[src/rtl/wb_pkg.sv]
`default_nettype none
// ============================================================================
// Module   : wb_pkg
// Purpose  : Shared types and constants for the writeback unit: load-size
//            codes, the buffered result entry and the FIFO depth check.
// Revision : 1.0  initial release
// ============================================================================
package wb_pkg;

  // Load size encodings as presented by the MEM stage (2'b11 acts as word)
  localparam logic [1:0] LS_WORD = 2'b00;
  localparam logic [1:0] LS_HALF = 2'b01;
  localparam logic [1:0] LS_BYTE = 2'b10;

  // Widths the buffered entry is built for
  localparam int WB_ADDR_W = 5;
  localparam int WB_DATA_W = 32;

  // One buffered result; data is already formatted when it is stored
  typedef struct packed {
    logic [WB_ADDR_W-1:0] rd;
    logic                 reg_write;
    logic [WB_DATA_W-1:0] data;
  } wb_entry_t;

  // FIFO depth must be a power of two so pointers wrap naturally
  function automatic bit depth_is_legal(input int depth);
    return (depth >= 2) && ((depth & (depth - 1)) == 0);
  endfunction

endpackage
`default_nettype wire

[src/rtl/wb_load_align.sv]
`default_nettype none
// ============================================================================
// Module   : wb_load_align
// Purpose  : Combinational load formatter. Picks the addressed byte or half
//            lane of a little-endian memory word and sign/zero extends it.
// Revision : 1.0  initial release
// ============================================================================
module wb_load_align
  import wb_pkg::*;
(
  input  logic [31:0] i_data,
  input  logic [1:0]  i_size,
  input  logic [1:0]  i_offset,
  input  logic        i_unsigned,
  output logic [31:0] o_data
);

  logic [7:0]  w_byte;
  logic [15:0] w_half;
  logic        w_byte_ext;
  logic        w_half_ext;

  // Byte lane follows the full offset; half lane only uses offset[1] since
  // misaligned halves never reach this stage
  assign w_byte     = i_data[{i_offset, 3'b000} +: 8];
  assign w_half     = i_offset[1] ? i_data[31:16] : i_data[15:0];
  assign w_byte_ext = ~i_unsigned & w_byte[7];
  assign w_half_ext = ~i_unsigned & w_half[15];

  // Select the formatted result by load size; word and the spare code pass through
  always_comb begin
    o_data = i_data;
    case (i_size)
      LS_BYTE: o_data = {{24{w_byte_ext}}, w_byte};
      LS_HALF: o_data = {{16{w_half_ext}}, w_half};
      LS_WORD: o_data = i_data;
      default: o_data = i_data;
    endcase
  end

endmodule
`default_nettype wire

[src/rtl/writeback_unit.sv]
`default_nettype none
// ============================================================================
// Module   : writeback_unit
// Purpose  : Register-file writer. Buffers MEM-stage results in a small FIFO,
//            formats loads on entry, drives a registered write port and
//            offers two forwarding lookups over buffered/in-flight results.
// Revision : 1.0  initial release
// ============================================================================
module writeback_unit
  import wb_pkg::*;
#(
  parameter int DEPTH  = 2,
  parameter int ADDR_W = 5,
  parameter int DATA_W = 32
) (
  input  logic              clk,
  input  logic              rst_n,
  // MEM-stage result handshake
  input  logic              mem_valid,
  output logic              mem_ready,
  input  logic [ADDR_W-1:0] mem_rd,
  input  logic              mem_reg_write,
  input  logic              mem_to_reg,
  input  logic [DATA_W-1:0] mem_alu_result,
  input  logic [DATA_W-1:0] mem_load_data,
  input  logic [1:0]        mem_load_size,
  input  logic              mem_load_unsigned,
  input  logic [1:0]        mem_byte_offset,
  // Register file write port
  input  logic              wb_hold,
  output logic [ADDR_W-1:0] write_register,
  output logic [DATA_W-1:0] write_data,
  output logic              write_enable,
  // Forwarding lookups
  input  logic [ADDR_W-1:0] fwd_rs_addr,
  input  logic [ADDR_W-1:0] fwd_rt_addr,
  output logic              fwd_rs_hit,
  output logic              fwd_rt_hit,
  output logic [DATA_W-1:0] fwd_rs_data,
  output logic [DATA_W-1:0] fwd_rt_data
);

  localparam int              PTR_W   = $clog2(DEPTH);
  localparam int              CNT_W   = $clog2(DEPTH + 1);
  localparam logic [CNT_W-1:0] C_DEPTH = CNT_W'(DEPTH);

  // Reject parameter sets the entry layout cannot represent
  if (!depth_is_legal(DEPTH) || (ADDR_W != WB_ADDR_W) || (DATA_W != WB_DATA_W)) begin : g_bad_param
    $error("writeback_unit: DEPTH must be a power of two >= 2, ADDR_W=5, DATA_W=32");
  end

  wb_entry_t        r_fifo [DEPTH];
  logic [PTR_W-1:0] r_wr_ptr;
  logic [PTR_W-1:0] r_rd_ptr;
  logic [CNT_W-1:0] r_count;

  logic             w_push;
  logic             w_pop;
  logic [31:0]      w_load_fmt;
  wb_entry_t        w_new_entry;
  wb_entry_t        w_head;

  wb_load_align u_load_align (
    .i_data     (mem_load_data),
    .i_size     (mem_load_size),
    .i_offset   (mem_byte_offset),
    .i_unsigned (mem_load_unsigned),
    .o_data     (w_load_fmt)
  );

  // Ready depends only on occupancy, so wb_hold never reaches mem_ready
  assign mem_ready = (r_count < C_DEPTH);
  assign w_push    = mem_valid && mem_ready;
  // No bypass: an empty FIFO never pops, even while a push is arriving
  assign w_pop     = (r_count != '0) && !wb_hold;

  assign w_new_entry.rd        = mem_rd;
  assign w_new_entry.reg_write = mem_reg_write;
  assign w_new_entry.data      = mem_to_reg ? w_load_fmt : mem_alu_result;
  assign w_head                = r_fifo[r_rd_ptr];

  // Entry storage; validity is tracked by the pointers, so no reset needed
  always_ff @(posedge clk) begin
    if (w_push) begin
      r_fifo[r_wr_ptr] <= w_new_entry;
    end
  end

  // Pointer and occupancy bookkeeping; reset discards every buffered entry
  always_ff @(posedge clk or negedge rst_n) begin
    if (!rst_n) begin
      r_wr_ptr <= '0;
      r_rd_ptr <= '0;
      r_count  <= '0;
    end else begin
      if (w_push) begin
        r_wr_ptr <= r_wr_ptr + PTR_W'(1);
      end
      if (w_pop) begin
        r_rd_ptr <= r_rd_ptr + PTR_W'(1);
      end
      case ({w_push, w_pop})
        2'b10:   r_count <= r_count + CNT_W'(1);
        2'b01:   r_count <= r_count - CNT_W'(1);
        default: r_count <= r_count;
      endcase
    end
  end

  // Registered write port; entries for r0 or without reg_write drain silently
  always_ff @(posedge clk or negedge rst_n) begin
    if (!rst_n) begin
      write_enable   <= 1'b0;
      write_register <= '0;
      write_data     <= '0;
    end else if (w_pop) begin
      write_enable   <= w_head.reg_write && (w_head.rd != '0);
      write_register <= w_head.rd;
      write_data     <= w_head.data;
    end else begin
      write_enable   <= 1'b0;
    end
  end

  // Forwarding search: output stage first, then FIFO oldest to newest so the
  // youngest matching result is the one left standing
  always_comb begin : fwd_search
    logic [PTR_W-1:0] v_idx;
    fwd_rs_hit  = 1'b0;
    fwd_rs_data = '0;
    fwd_rt_hit  = 1'b0;
    fwd_rt_data = '0;
    v_idx       = '0;

    if (write_enable && (write_register == fwd_rs_addr)) begin
      fwd_rs_hit  = 1'b1;
      fwd_rs_data = write_data;
    end
    if (write_enable && (write_register == fwd_rt_addr)) begin
      fwd_rt_hit  = 1'b1;
      fwd_rt_data = write_data;
    end

    for (int k = 0; k < DEPTH; k++) begin
      v_idx = r_rd_ptr + PTR_W'(k);
      if ((CNT_W'(k) < r_count) && r_fifo[v_idx].reg_write) begin
        if (r_fifo[v_idx].rd == fwd_rs_addr) begin
          fwd_rs_hit  = 1'b1;
          fwd_rs_data = r_fifo[v_idx].data;
        end
        if (r_fifo[v_idx].rd == fwd_rt_addr) begin
          fwd_rt_hit  = 1'b1;
          fwd_rt_data = r_fifo[v_idx].data;
        end
      end
    end

    // r0 is hardwired to zero and is never forwarded
    if (fwd_rs_addr == '0) begin
      fwd_rs_hit  = 1'b0;
      fwd_rs_data = '0;
    end
    if (fwd_rt_addr == '0) begin
      fwd_rt_hit  = 1'b0;
      fwd_rt_data = '0;
    end
  end

endmodule
`default_nettype wire

[config.mk]
export PLATFORM = sky130hd
export DESIGN_NAME = writeback_unit
export DESIGN_NICKNAME = d
export VERILOG_FILES = /design/src/rtl/wb_pkg.sv /design/src/rtl/wb_load_align.sv /design/src/rtl/writeback_unit.sv
export SDC_FILE = /design/constraint.sdc
export NUM_CORES = 1
export LEC_CHECK = 0
export CORE_UTILIZATION = 54
export DETAILED_ROUTE_END_ITERATION = 7
export PLACE_DENSITY = 0.87
export SLEW_MARGIN = 40
export SYNTH_ARGS = -nofsm -noshare
export SYNTH_HDL_FRONTEND = slang
export SYNTH_SLANG_ARGS = --single-unit
[constraint.sdc]
create_clock -name clk -period 5.1 [get_ports clk]
set_clock_uncertainty 0.15 [all_clocks]
set_input_delay 1.275 -clock clk [delete_from_list [all_inputs] [get_ports clk]]
set_output_delay 1.275 -clock clk [all_outputs]
set_load 0.02 [all_outputs]
==> metrics.txt <==
status=completed; Syn Inst Count=734; FF+latch count, synth=118; clock latency on the worst-skew pair=0.42 ns; Final Hold Fails=0; Fin Setup TNS=0 ns; Synth cell types=39; vias=7237; CTS tree=done; Routed Antenna Nets=0; H-tree depth=4; Tcrit/Tclk final=100%; Routed WL per cell=22.5 um; synthesized net count=829; 1st-iter DRT viols=881; Die ar.=14400 um2; CP Launch Type=input pin; critical path class=in -> out; predominant post-synthesis flop cell=edfxtp_1; WP data required=3.67 ns; max cap viols=0; Leak Pwr=4.28 nW; Largest stage delay, worst path=0.44 ns; Pre-antenna DRT Iters=8; Core Area=13400 um2; initial antenna violation count=0; reg2reg setup slack=2.99 ns; slowest CP cell=clkdlybuf4s50_1; Ports=195; clk root buf=clkbuf_16; number of enable flip-flop cells after synthesis=76; top cells by count, synth=nand2_1 (132), edfxtp_1 (76), a211oi_1 (65), nor2_1 (49), mux2i_1 (48); placed instance count=1086; final instance area=10500 um2; Die Y=120 um; Slew Viols, Final=0; post-synth top area share=30.3%; Async SR Flop Fraction=35.6%; Hold WC Path Type=reg -> reg; Final GP Congestion=0.984; largest area contributor in the netlist=edfxtp_1; Arrival @ worst endpoint=3.67 ns; Layout Area Growth over Synthesis=39.0%; total gr overflow=0; Synth area leaders=edfxtp_1 (30%), dfrtp_1 (14%), nand2_1 (6.6%); Placed Area=9890 um2; Hold Buf Count CTS=0; crit end category=output port; register area share after synthesis=44.3%; Slew @ Worst Pin=0.716 ns; routed wire length=25200 um; vias in the first global route=7058; largest net degree at the start of global routing=66; crit-path max FO=20; number of antenna diodes=0; final std cells w/o fill=1119; Rel. slew slack=52.3%; total track usage=35.6%; # setup viols final=0; Max Freq=0.196 GHz; synth warn=0; Row Count=42; clock sink total=118; DP HPWL=17600 um; Via density=6.47; Mapped Area=7530 um2; critical path cell sequence=clkdlybuf4s50_1 -> xor2_1 -> nor4_1 -> nand3_1 -> o21ba_4 -> buf_12 -> a221oi_1 -> a211oi_1 -> clkdlybuf4s15_2; clk buf depth=2; PortBufs=194; Final #Nets=1025; chip width=120 um; power per cell area=481 nW/um2; Peak supply drop=0.306 mV; Initial Utilization=56.2%; first-pass GRT wire length=39000 um; Mapped Avg Cell Area=10.3 um2; top-count cell post-synth=nand2_1; DRC viols=0; crit path time final=5.10 ns; CTS Buf Count=17; Worst-path clk slew=0.06 ns; layout cell share with drive strength beyond 1=18.6%
## final cells by class
class / count / area (um2)
Clock buffer: 18 / 439
Clock inverter: 14 / 165
Fill cell: 878 / 2930
Inverter: 17 / 63.8
Multi-Input combinational cell: 536 / 3870
Sequential cell: 118 / 3340
Tap cell: 176 / 220
Timing Repair Buffer: 240 / 2370
## report_power, final
group / internal, mW / switching, mW / total (mW)
clock network: 0.746 / 0.468 / 1.21
registers: 1.35 / 0.322 / 1.67
logic: 0.915 / 1.24 / 2.15
## path summary, 6_finish.rpt
kind / start / endpoint / depth (start not counted)
setup / recovery: fwd_rt_addr[4] / fwd_rt_data[14] / 9
hold / removal: r_count[1] / r_count[1] / 2
setup reg to reg: r_rd_ptr / write_data[12] / 4
hold reg to reg: r_count[1] / r_count[1] / 2
max in group asynchronous: rst_n / r_rd_ptr / 1
min in group asynchronous: rst_n / write_data[4] / 1
## cells in the final DEF, fill, tap and decap left out, types with 6 or more instances in the layout
cell type        count
nand2_1            132
clkdlybuf4s50_1    127
edfxtp_1            76
a211oi_1            60
mux2i_1             48
nor2_1              46
dlygate4sd2_1       45
a21oi_1             41
dfrtp_1             41
a221oi_1            35
buf_4               33
mux2_2              32
a221oi_2            30
xor2_1              20
inv_1               17
clkbuf_16           17
o21ai_0             15
xnor2_1             14
buf_12              12
a22oi_1              7
a2bb2oi_1            7
clkdlybuf4s15_1      6
## state kept, by name, indices dropped and copies added (netlist names)
signal	cells
r_count	2
write_register	5
r_wr_ptr	1
write_enable	1
r_rd_ptr	1
r_fifo	76
write_data	32
## critical path: cells and delay by family
family / cells / cell delay, ns
compound gates: 3 / 0.76
xor+xnor: 1 / 0.17
buf+inv: 3 / 0.93
simple gates: 2 / 0.53
## stage by stage
stage                     hold slack (ns)  power [mW]  util, %  setup WS, ns
after floorplan                     0.300        2.91        -         0.771
after global placement              0.313        3.67     73.6        -0.324
after detailed placement            0.343        3.78     73.8        -0.384
after CTS                           0.356        5.01     78.2       0.00317
after global routing                0.393        5.24     78.1      -0.00448
final                               0.353        5.04     78.1      0.000635
## what timing repair did
item,CTS,global route
gates resized for setup,96,27
setup endpoints to repair,66,26
buffers inserted,0,1
cloned,0,0
pin swaps,2,4
## layer usage
layer | track usage, % | vias to the layer above | part of all wire, %
met3 | 7.65 | 69 | 9.9
met1 | 46.5 | 3472 | 39
met4 | 12.0 | 0 | 2.5
met2 | 58.4 | 520 | 48
li1 | - | 3176 | -
met5 | 0 | - | 0
## cells by family (layout without fill, tap and decap cells)
kind of cell / Yosys count / after routing / share of synthesized area, %
compound gates: 207 / 207 / 22.5
xor+xnor: 34 / 34 / 3.95
fa+ha+maj: 5 / 5 / 0.831
buf+inv: 80 / 289 / 5.27
flops: 118 / 118 / 44.3
mux: 85 / 85 / 12.2
simple gates: 205 / 205 / 11.0
(Power assumes the default switching activity.)
